**src/rtl/vga_pkg.sv**
```systemverilog
// Shared fade-controller encodings: FSM states and one-hot display levels.
package vga_pkg;

    typedef enum logic [1:0] {
        OFF   = 2'd0,
        DARK  = 2'd1,
        MID   = 2'd2,
        LIGHT = 2'd3
    } fade_state_t;

    localparam logic [2:0] LVL_OFF   = 3'b000;
    localparam logic [2:0] LVL_DARK  = 3'b100;
    localparam logic [2:0] LVL_MID   = 3'b010;
    localparam logic [2:0] LVL_LIGHT = 3'b001;

    // Display level driven while the FSM sits in a given state.
    function automatic logic [2:0] level_of(input fade_state_t s);
        logic [2:0] lvl;
        case (s)
            DARK:    lvl = LVL_DARK;
            MID:     lvl = LVL_MID;
            LIGHT:   lvl = LVL_LIGHT;
            default: lvl = LVL_OFF;
        endcase
        return lvl;
    endfunction

endpackage

```
**src/rtl/key_debounce.sv**
```systemverilog
// Pushbutton front end: 2-flop synchronizer, stability debounce and a
// one-cycle pulse on each debounced press (1->0 of the active-low key).
module key_debounce #(
    parameter int DEBOUNCE_CYCLES = 250000
) (
    input  logic iVGA_CLK,
    input  logic iRST_n,
    input  logic key_n,
    output logic press
);

    localparam int CW = $clog2(DEBOUNCE_CYCLES + 1);
    localparam logic [CW-1:0] CNT_LAST = CW'(DEBOUNCE_CYCLES - 1);

    logic          key_s1;
    logic          key_s2;
    logic          key_db;
    logic [CW-1:0] cnt;

    // Bring the raw key into the pixel clock domain; idle level is released.
    always_ff @(posedge iVGA_CLK or negedge iRST_n) begin
        if (!iRST_n) begin
            key_s1 <= 1'b1;
            key_s2 <= 1'b1;
        end else begin
            key_s1 <= key_n;
            key_s2 <= key_s1;
        end
    end

    // Accept a new key level only after it has differed for the full window;
    // any return to the debounced level restarts the count.
    always_ff @(posedge iVGA_CLK or negedge iRST_n) begin
        if (!iRST_n) begin
            key_db <= 1'b1;
            cnt    <= '0;
            press  <= 1'b0;
        end else if (key_s2 == key_db) begin
            cnt   <= '0;
            press <= 1'b0;
        end else if (cnt == CNT_LAST) begin
            cnt    <= '0;
            key_db <= key_s2;
            press  <= ~key_s2;
        end else begin
            cnt   <= cnt + CW'(1);
            press <= 1'b0;
        end
    end

endmodule

```
**src/rtl/arrow_fade_ctrl.sv**
```systemverilog
// Arrow fade sequencer: each accepted key press starts a dark->mid->light
// fade, stepping only on frame boundaries so the level never changes mid-frame.
//
//   state | meaning
//   OFF   | arrow hidden, waiting for a press
//   DARK  | first intensity step after a press (or retrigger)
//   MID   | second intensity step
//   LIGHT | last intensity step before returning to OFF
module arrow_fade_ctrl
    import vga_pkg::*;
#(
    parameter int DEBOUNCE_CYCLES  = 250000,
    parameter int FRAMES_PER_LEVEL = 8
) (
    input  logic       iVGA_CLK,
    input  logic       iRST_n,
    input  logic       iKEY_n,
    input  logic       iVS,
    output logic [2:0] oLevel,
    output logic       oPress,
    output logic       oBusy
);

    localparam int FW = (FRAMES_PER_LEVEL > 1) ? $clog2(FRAMES_PER_LEVEL) : 1;
    localparam logic [FW-1:0] FRM_LAST = FW'(FRAMES_PER_LEVEL - 1);

    logic          press;
    logic          vs_s1;
    logic          vs_s2;
    logic          vs_hist;
    logic [2:0]    vs_vld;
    logic          frame_tick;
    logic          pending_q;
    fade_state_t   state_q;
    fade_state_t   state_d;
    logic [FW-1:0] frm_cnt_q;
    logic [FW-1:0] frm_cnt_d;
    logic [2:0]    level_q;

    key_debounce #(
        .DEBOUNCE_CYCLES(DEBOUNCE_CYCLES)
    ) u_key_debounce (
        .iVGA_CLK(iVGA_CLK),
        .iRST_n  (iRST_n),
        .key_n   (iKEY_n),
        .press   (press)
    );

    // Synchronize vsync and keep one stage of history for edge detection.
    // vs_vld marks when the history holds a real sample, so a vsync already
    // low when reset is released is not mistaken for a falling edge.
    always_ff @(posedge iVGA_CLK or negedge iRST_n) begin
        if (!iRST_n) begin
            vs_s1   <= 1'b1;
            vs_s2   <= 1'b1;
            vs_hist <= 1'b1;
            vs_vld  <= '0;
        end else begin
            vs_s1   <= iVS;
            vs_s2   <= vs_s1;
            vs_hist <= vs_s2;
            vs_vld  <= {vs_vld[1:0], 1'b1};
        end
    end

    assign frame_tick = vs_vld[2] & vs_hist & ~vs_s2;

    // A press waits here until the next frame boundary consumes it.
    always_ff @(posedge iVGA_CLK or negedge iRST_n) begin
        if (!iRST_n) begin
            pending_q <= 1'b0;
        end else if (frame_tick) begin
            pending_q <= 1'b0;
        end else if (press) begin
            pending_q <= 1'b1;
        end
    end

    // State, frame counter and registered level all move on the tick edge.
    always_ff @(posedge iVGA_CLK or negedge iRST_n) begin
        if (!iRST_n) begin
            state_q   <= OFF;
            frm_cnt_q <= '0;
            level_q   <= LVL_OFF;
        end else begin
            state_q   <= state_d;
            frm_cnt_q <= frm_cnt_d;
            level_q   <= level_of(state_d);
        end
    end

    // Next-state: a press seen at the tick (pending or arriving that very
    // cycle) restarts at DARK; otherwise step through levels every N frames.
    always_comb begin
        state_d   = state_q;
        frm_cnt_d = frm_cnt_q;
        if (frame_tick) begin
            if (pending_q || press) begin
                state_d   = DARK;
                frm_cnt_d = '0;
            end else if (state_q != OFF) begin
                if (frm_cnt_q == FRM_LAST) begin
                    frm_cnt_d = '0;
                    case (state_q)
                        DARK:    state_d = MID;
                        MID:     state_d = LIGHT;
                        default: state_d = OFF;
                    endcase
                end else begin
                    frm_cnt_d = frm_cnt_q + FW'(1);
                end
            end
        end
    end

    assign oLevel = level_q;
    assign oPress = press;
    assign oBusy  = (level_q != LVL_OFF) | pending_q;

endmodule

```
**config.mk**
```make
export PLATFORM = sky130hd
export DESIGN_NAME = arrow_fade_ctrl
export DESIGN_NICKNAME = d
export VERILOG_FILES = /design/src/rtl/vga_pkg.sv /design/src/rtl/key_debounce.sv /design/src/rtl/arrow_fade_ctrl.sv
export SDC_FILE = /design/constraint.sdc
export NUM_CORES = 1
export LEC_CHECK = 0
export ABC_CLOCK_PERIOD_IN_PS = 2300
export BUFFER_PORTS_ARGS = -buffer_cell sky130_fd_sc_hd__buf_2
export CAP_MARGIN = 20
export CORE_AREA = 5 5 113 62
export CTS_BUF_LIST = sky130_fd_sc_hd__clkbuf_4
export DETAILED_ROUTE_END_ITERATION = 6
export DIE_AREA = 0 0 118 67
export MAX_ROUTING_LAYER = met4
export PLACE_DENSITY = 0.41
export SLEW_MARGIN = 15
export SYNTH_ARGS = -nofsm -noshare
export SYNTH_HDL_FRONTEND = slang
export SYNTH_HIERARCHICAL = 1
export SYNTH_SLANG_ARGS = --single-unit
```
**constraint.sdc**
```tcl
create_clock -name iVGA_CLK -period 2.3 [get_ports iVGA_CLK]
set_input_delay 0.46 -clock iVGA_CLK [delete_from_list [all_inputs] [get_ports iVGA_CLK]]
set_output_delay 0.46 -clock iVGA_CLK [all_outputs]
set_load 0.05 [all_outputs]
```
Word level (Yosys, flattened, before mapping)
Cells that the tools add are included.
{"block": "totals", "register_bits": 37, "latchBits": 0, "ram_bits": 0, "mem_bits_ro": 0, "output_inout_bits": 5, "word_cells": 51, "n_memories": 0}
{"block": "op_classes", "add_sub_neg": 2, "multipliers": 0, "div": 0, "n_lt_le_gt_ge": 0, "eq_ne": 8, "shifts": 0, "mux": 15, "bitwise": 6, "n_reduce_logical": 7}
{"op": "$mux W18", "count": 2}
{"op": "$add A18 B1 Y18 const B", "count": 1}
{"op": "$eq A18 B18 Y1 const B", "count": 1}
{"op": "$mux W3", "count": 3}
{"op": "$pmux W3 S3", "count": 1}
{"op": "$mux W2", "count": 4}
{"op": "$eq A2 B2 Y1 const B", "count": 3}
{"op": "$reduce_bool A2 Y1", "count": 3}
{"op": "$eq A2 B1 Y1 const B", "count": 2}
{"op": "$mux W1", "count": 4}
{"op": "$pmux W2 S2", "count": 1}
{"op": "$reduce_and A2 Y1", "count": 2}
{"op": "$add A3 B1 Y3 const B", "count": 1}
{"op": "$eq A3 B3 Y1 const B", "count": 1}
{"op": "$not A1 Y1", "count": 3}
{"op": "$reduce_bool A3 Y1", "count": 1}
{"op": "$and A1 B1 Y1", "count": 2}
{"op": "$eq A1 B1 Y1", "count": 1}
{"op": "$logic_or A1 B1 Y1", "count": 1}
{"op": "$or A1 B1 Y1", "count": 1}

Logic depth before layout (Yosys ltp)
Gate-level depths: netlist (run 1).
{"block": "depth", "ltp_word": 8, "ltp_mapped": 5, "mapped_depth_nobuf": 5}

Hierarchy
The synthesis (run 1) kept the hierarchy.
{"mod": "key_debounce", "instances": 1, "cells_each": 100, "area_per_inst_um2": 1059.8, "seq_area_each_um2": 554.3}
{"mod": "arrow_fade_ctrl", "instances": 1, "cells_each": 46, "area_per_inst_um2": 635.6, "seq_area_each_um2": 379.1}

Worst setup path before layout (run 1)
No wires, ideal clock.
{"block": "synth_path", "path_kind": "register to register", "from": "register u_key_debounce.cnt[0]", "to": "register u_key_debounce.key_db", "setup_ns": 0.082, "arrival_ns": 1.760, "t_required_ns": 2.218, "setup_slack_ns": 0.457, "path_stages_with_launch": 5, "period_less_slack_ns": 1.843, "path_cell_list": "dfrtp_1 -> ha_1 -> nand4_1 -> or4_4 -> mux2_4"}
{"block": "synth_via", "elab_chain_cells": 2}
{"element": "from (decl)", "line": "key_debounce.sv:18", "source": "logic [CW-1:0] cnt;"}
{"element": "from (signal assigned)", "line": "key_debounce.sv:46", "source": "cnt <= cnt + CW'(1);"}
{"element": "$eq A18 B18 Y1", "line": "key_debounce.sv:41", "source": "end else if (cnt == CNT_LAST) begin"}
{"element": "$reduce_and A2 Y1 (no line)"}
{"element": "to (signal assigned)", "line": "key_debounce.sv:43", "source": "key_db <= key_s2;"}
{"element": "to (decl)", "line": "key_debounce.sv:17", "source": "logic key_db;"}
Every way passes these cells.
A chain may end at the register's enable or synchronous reset.

Final worst setup path (run 1)
{"block": "layout_path", "from": "register pending_q", "to": "output port oBusy"}
{"block": "layout_via", "elab_chain_cells": 1}
{"element": "from (decl)", "line": "arrow_fade_ctrl.sv:33", "source": "logic pending_q;"}
{"element": "from (signal assigned)", "line": "arrow_fade_ctrl.sv:71", "source": "pending_q <= 1'b0;"}
{"element": "from (signal assigned)", "line": "arrow_fade_ctrl.sv:73", "source": "pending_q <= 1'b0;"}
{"element": "from (signal assigned)", "line": "arrow_fade_ctrl.sv:75", "source": "pending_q <= 1'b1;"}
{"element": "$or A1 B1 Y1", "line": "arrow_fade_ctrl.sv:118", "source": "assign oBusy = (level_q != LVL_OFF) | pending_q;"}
{"element": "to (decl)", "line": "arrow_fade_ctrl.sv:21", "source": "output logic oBusy"}
Every way passes these cells.

==> impl_results.md, run 1 <==
* Fmax at 0.497 GHz
* Die Wd at 118 um
* Power per Cell Area at 606 nW/um^2
* Total Power at 1.18 mW
* Largest net degree at the start of global routing at 38
* 1st-iter DRT viols at 73
* Drt drc at 0
* P_leak at 0.852 nW
* CP max stage cell: or4_1
* Maximum vdd drop at 244 uV
* Vias per cell at 4.93
* Cell Int Power at 922 uW
* Setup TNS at 0 ns
* Vias in the first global route at 1,262
* Via count at 1,199
* Placed cell area at 1870 um^2
* Synth warnings at 6
* Grt ovf at 0
* Cell variety after synth at 41
* Hold WC Path Type: primary input to asynchronous set/reset pin
* Mapped Area at 1700 um^2
* Cells after synthesis at 146
* Global-route wire length before repair at 6380 um
* Final setup viols at 0
* Sequential element share of the synthesized area at 0.551
* Outcome: completed
* Setup CP Type: flop to output pin
* Most common cell after layout, fill and taps aside: dfrtp_1
* Detailed-route wire length at 3630 um
* Die ar. at 7910 um^2
* Antenna-violating nets left at 0
* Switching part of the total power at 0.220
* Switching Power at 259 uW
* Router iterations before antenna repair at 4
* Clock transition at the registers of the reported paths at 0.13 ns
* Clock Tree Buf Depth at 2
* Crit path cell chain: or4_1, buf_2
* Initial antenna violation count at 0
* Die Ht at 67 um
* CP Buf/Inv Count at 1
* Num ports at 9
* Sink Count at 37
* Clock Tree Root: clkbuf_4
* Yosys reg bits at 37
* Syn avg cell area at 11.6 um^2
* Area grow syn2layout at 15.0%
* Final hold vios at 0
* Worst slew margin at 0.456
* CTS tree: done
* Cts bufs inserted at 5
* Post-synth EDFFs at 0
* Design area at 1950 um^2
* GRT Overall Usage at 0.107
* Commonest cells after routing, fill and taps aside: 31 x dfrtp_1, 20 x nor2_1, 10 x xnor2_1
* Post-CTS Setup Bufs at 0
* Placeable core area at 5860 um^2
* IO buf count at 8
* Critical Path Max Stage Delay at 0.53 ns
* Flop pwr share at 0.572
* RSZ-0062 raised after global routing: false
* GPL Wtd Cong at 0.840
* Crit path launch type: flop
* DP HPWL at 2680 um
* Final Critical Period at 2.01 ns
* Logic gate share of total power at 0.032
* Top FF cell, synth: dfrtp_1
* Min Hold Slack at 0.192 ns
* # diodes at 0
* Post-synth ARST share at 1.00
* Crit-path max FO at 3
* Max Clock Skew at 0.0143 ns
* Post-CTS sizing at 0
* Clock latency on the worst-skew pair at 0.34 ns
* WL/cell at 15.0 um
* Slew Limit Fails at 0
* Initial cell density of the core at 0.290
* Layout cells sized above 1 at 0.241
* Clock power share at 0.397
* CP Capture Type: output pin
* Maxcap violations at 0
* CP top delay family: simple AND/OR/NAND/NOR gates
* Final Cycle Share at 0.874
* CTS H-tree lvls at 2
* Hold bufs inserted after CTS at 0
* FILL cells at 605
* FP Rows at 20
* NumNets Final at 174
* CP required at 1.84 ns
* Worst EP arrival at 1.55 ns
* Post-Syn Nets at 155
* Slew of the pin with the lowest slew margin at 0.816 ns
layer usage:
metal  track usage  share of wire
met3        0.0314          0.059
met4        0.0372         0.0080
met1         0.152           0.55
met2         0.144           0.38
met5             -              0
state kept, by name (all words and copies together), names as in the netlist:
register and cells:
u_key_debounce/key_s1 1, u_key_debounce/key_s2 1, vs_hist 1, pending_q 1, vs_vld 3, u_key_debounce/press 1
u_key_debounce/cnt 18, vs_s2 1, oLevel 3, state_q 2, u_key_debounce/key_db 1, vs_s1 1
frm_cnt_q 3
cells in the mapped netlist, drive strengths merged, types with 2 or more instances:
cell    count  area share
nor3        2      0.0059
o21ai       3      0.0089
xor2        5       0.026
ha          5       0.037
nand2       7       0.016
xnor2      10       0.052
nor4        7       0.030
a22o        3       0.016
nand2b      2       0.012
nand4       7       0.026
inv         4      0.0089
nand3       7       0.024
nor2       21       0.048
or4         4       0.022
and3        2      0.0081
dfrtp      31        0.46
o32ai       2       0.010
a21oi       3       0.011
dfstp       6       0.093
through the flow:
stage          utilization  instances  setup slack [ns]
6_report             0.333        243             0.290
5_1_grt              0.333        243             0.243
4_1_cts              0.333        243             0.271
3_5_place_dp         0.319        235             0.428
3_3_place_gp         0.319        235             0.453
2_1_floorplan            -        146             0.457
cell type report:
type	instances	area, um^2	share of cell area
Sequential cell	37	933	0.479
Multi-Input combinational cell	103	736	0.377
Tap cell	77	96.3	0.0494
Timing Repair Buffer	14	85.1	0.0436
Clock buffer	6	45.0	0.0231
Clock inverter	2	38.8	0.0199
Inverter	4	15.0	0.00770
worst paths after layout:
| path | end | startpoint | cells after the start | slack (ns) |
|---|---|---|---|---|
| min in group iVGA_CLK | u_key_debounce/key_s1$_DFF_PN1_ | iKEY_n | 1 | 0.20 |
| worst max register to register | u_key_debounce/cnt[17]$_DFF_PN0_ | u_key_debounce/cnt[8]$_DFF_PN0_ | 4 | 0.39 |
| max in group asynchronous | u_key_debounce/cnt[10]$_DFF_PN0_ | iRST_n | 1 | 1.58 |
| worst max-delay path | oBusy | pending_q$_DFFE_PN0P_ | 2 | 0.29 |
| worst min-delay path | frm_cnt_q[0]$_DFFE_PN0P_ | iRST_n | 1 | 0.19 |
| worst min register to register | vs_s2$_DFF_PN1_ | vs_s1$_DFF_PN1_ | 0 | 0.37 |
power groups by stage:
stage | combinational, mW | sequential [mW] | clock, mW
finish | 0.0376 | 0.675 | 0.469
global route | 0.0437 | 0.678 | 0.513
CTS | 0.0384 | 0.675 | 0.485
detailed placement | 0.0381 | 0.688 | 0
global placement | 0.0386 | 0.687 | 0
floorplan | 0.0168 | 0.685 | 0
kinds of logic after synthesis:
group / synth area share
AO/OA/AOI/OAI: 0.0834
XOR/XNOR: 0.0775
adder cells (fa/ha/maj): 0.0369
buffers and inverters: 0.0155
flip-flops: 0.551
multiplexers: 0.00885
other: 0.00221
AND/OR/NAND/NOR: 0.225
No activity file was read; power rests on OpenSTA's default activity.
==> inputs of run 2 (changes only) <==
Settings changed: ABC_CLOCK_PERIOD_IN_PS 2300 to not set, PLACE_DENSITY 0.41 to 0.47.
==> impl_results.md, run 2 (same netlist as run 1, synthesis figures left out) <==
* Initial antenna violation count at 0 (unchanged)
* Setup CP Type: flop to output pin (unchanged)
* Antenna-violating nets left at 0 (unchanged)
* DP Cell Count at 231 (was 235)
* Final Non-Filler Cells at 239 (was 243)
* Final Critical Period at 1.98 ns (was 2.01 ns)
* Num ports at 9 (unchanged)
* Post-CTS sizing at 0 (unchanged)
* GRT Overall Usage at 0.0897 (was 0.107)
* RSZ-0062 raised after global routing: false (unchanged)
* Die ar. at 7910 um^2 (unchanged)
* Power per Cell Area at 605 nW/um^2 (was 606 nW/um^2)
* NumNets Final at 170 (was 174)
* Drt drc at 0 (unchanged)
* Max Clock Skew at 0.0115 ns (was 0.0143 ns)
* CP Capture Type: output pin (unchanged)
* Number of flip-flops in the largest register at 18 (unchanged)
* Area grow syn2layout at 12.9% (was 15.0%)
* Final setup viols at 0 (unchanged)
* CP required at 1.84 ns (about the same)
* Worst slack, placed at 0.441 ns (was 0.428 ns)
* Vias in the first global route at 1,044 (was 1,262)
* WL/cell at 13.5 um (was 15.0 um)
* Die Ht at 67 um (unchanged)
* Critical Path Source: pending_q$_DFFE_PN0P_ (unchanged)
* Hold bufs inserted after CTS at 0 (unchanged)
* Largest net degree at the start of global routing at 38 (unchanged)
* Hold WC Path Type: primary input to asynchronous set/reset pin (unchanged)
* Post-CTS Setup Bufs at 0 (unchanged)
* Cts bufs inserted at 5 (unchanged)
* Global-route wire length before repair at 5240 um (was 6380 um)
* Placeable core area at 5860 um^2 (unchanged)
* Worst reg2reg endpoint: u_key_debounce/key_db$_DFFE_PN1P_ (was u_key_debounce/cnt[17]$_DFF_PN0_)
* FP Rows at 20 (unchanged)
* Setup TNS at 0 ns (unchanged)
* R2r setup slk at 0.42 ns (was 0.39 ns)
* Crit-path max FO at 3 (unchanged)
* CTS H-tree lvls at 2 (unchanged)
* DP HPWL at 2360 um (was 2680 um)
* Detailed-route wire length at 3220 um (was 3630 um)
* Clock latency on the worst-skew pair at 0.34 ns (about the same)
* Clock transition at the registers of the reported paths at 0.11 ns (was 0.13 ns)
* Grt ovf at 0 (unchanged)
* Sink Count at 37 (unchanged)
* Via count at 1,135 (was 1,199)
* Worst EP arrival at 1.52 ns (was 1.55 ns)
* Commonest cells after routing, fill and taps aside: 31 x dfrtp_1, 20 x nor2_1, 10 x xnor2_1 (unchanged)
* Maxcap violations at 0 (unchanged)
* Reg-to-reg critical path startpoint: u_key_debounce/cnt[11]$_DFF_PN0_ (was u_key_debounce/cnt[8]$_DFF_PN0_)
* Most common cell after layout, fill and taps aside: dfrtp_1 (unchanged)
* Layout cells sized above 1 at 0.216 (was 0.241)
* Router iterations before antenna repair at 4 (unchanged)
* FILL cells at 609 (was 605)
* Slew of the pin with the lowest slew margin at 0.804 ns (was 0.816 ns)
* FF+latch area at 933 um^2 (unchanged)
* Reg2reg path depth at 3 (was 4)
* Slew Limit Fails at 0 (unchanged)
* Worst slew margin at 0.464 (was 0.456)
* CTS tree: done (unchanged)
* Clock Tree Buf Depth at 2 (unchanged)
* Initial cell density of the core at 0.290 (unchanged)
* Clock Tree Root: clkbuf_4 (unchanged)
* P_leak at 0.826 nW (was 0.852 nW)
* Crit path launch type: flop (unchanged)
* 1st-iter DRT viols at 46 (was 73)
* Fmax at 0.505 GHz (was 0.497 GHz)
* Area of the multi-input gates at 736 um^2 (unchanged)
* GPL Wtd Cong at 0.761 (was 0.840)
* PnR worst setup slack at 0.318 ns (was 0.290 ns)
* Critical Path Sink: oBusy (unchanged)
* Final Cycle Share at 0.862 (was 0.874)
* IO buf count at 8 (unchanged)
* Final hold vios at 0 (unchanged)
* Largest Register: u_key_debounce/cnt (unchanged)
* Maximum vdd drop at 303 uV (was 244 uV)
* Vias per cell at 4.75 (was 4.93)
* Die Wd at 118 um (unchanged)
* # diodes at 0 (unchanged)
* Outcome: completed (unchanged)
[run 2: cell types whose count changed in the layout (fill, tap and decap cells not counted)]
cell	before	now
clkinvlp_4	0	1
clkinv_4	1	0
clkbuf_4	6	5
buf_4	6	2
clkinv_1	0	1
[run 2: stage by stage]
| step | util | instance area [um^2] | hold slack, ns | power, mW |
|---|---|---|---|---|
| 2_1_floorplan | - | 1700 | 0.164 | 0.702 |
| 3_3_place_gp | 0.313 | 1840 | 0.335 | 0.723 |
| 3_5_place_dp | 0.313 | 1840 | 0.335 | 0.724 |
| 4_1_cts | 0.327 | 1910 | 0.184 | 1.18 |
| 5_1_grt | 0.327 | 1910 | 0.164 | 1.21 |
| 6_report | 0.327 | 1910 | 0.190 | 1.16 |
[run 2: cell type report]
type / count / share of cell area
inverter: 4 / 0.00784
clock inverter: 3 / 0.0216
clock buffer: 5 / 0.0196
tap: 77 / 0.0503
multi-input combinational: 103 / 0.384
timing repair buffer: 10 / 0.0288
sequential: 37 / 0.488
[run 2: report_power, final]
part	switching, mW	leakage [nW]	internal, mW
clock network	0.223	0.0389	0.225
logic	0.0232	0.300	0.0117
registers	0.00971	0.487	0.665
total	0.256	0.826	0.902
[run 2: how the worst min path moves through the flow]
stage                                    from                  endpoint  cells after the start  slack, ns
after floorplan                        iRST_n  frm_cnt_q[0]$_DFFE_PN0P_                      0       0.16
after global placement    vs_vld[0]$_DFF_PN0_       vs_vld[1]$_DFF_PN0_                      0       0.34
after global routing                      iVS           vs_s1$_DFF_PN1_                      1       0.16
final                                  iRST_n  frm_cnt_q[2]$_DFFE_PN0P_                      1       0.19
after detailed placement  vs_vld[0]$_DFF_PN0_       vs_vld[1]$_DFF_PN0_                      0       0.33
after CTS                                 iVS           vs_s1$_DFF_PN1_                      1       0.18
[run 2: worst max-delay path, stage by stage (launching register included)]
cell,delay [ns]
dfrtp_1,0.44
or4_1,0.52
buf_2,0.22
[run 2: routing by layer]
metal	wire length, um	global-route usage	up-vias
li1	-	-	555
met1	1850	0.134	562
met2	1200	0.104	14
met3	116	0.0254	4
met4	52	0.0472	0
met5	0	-	-
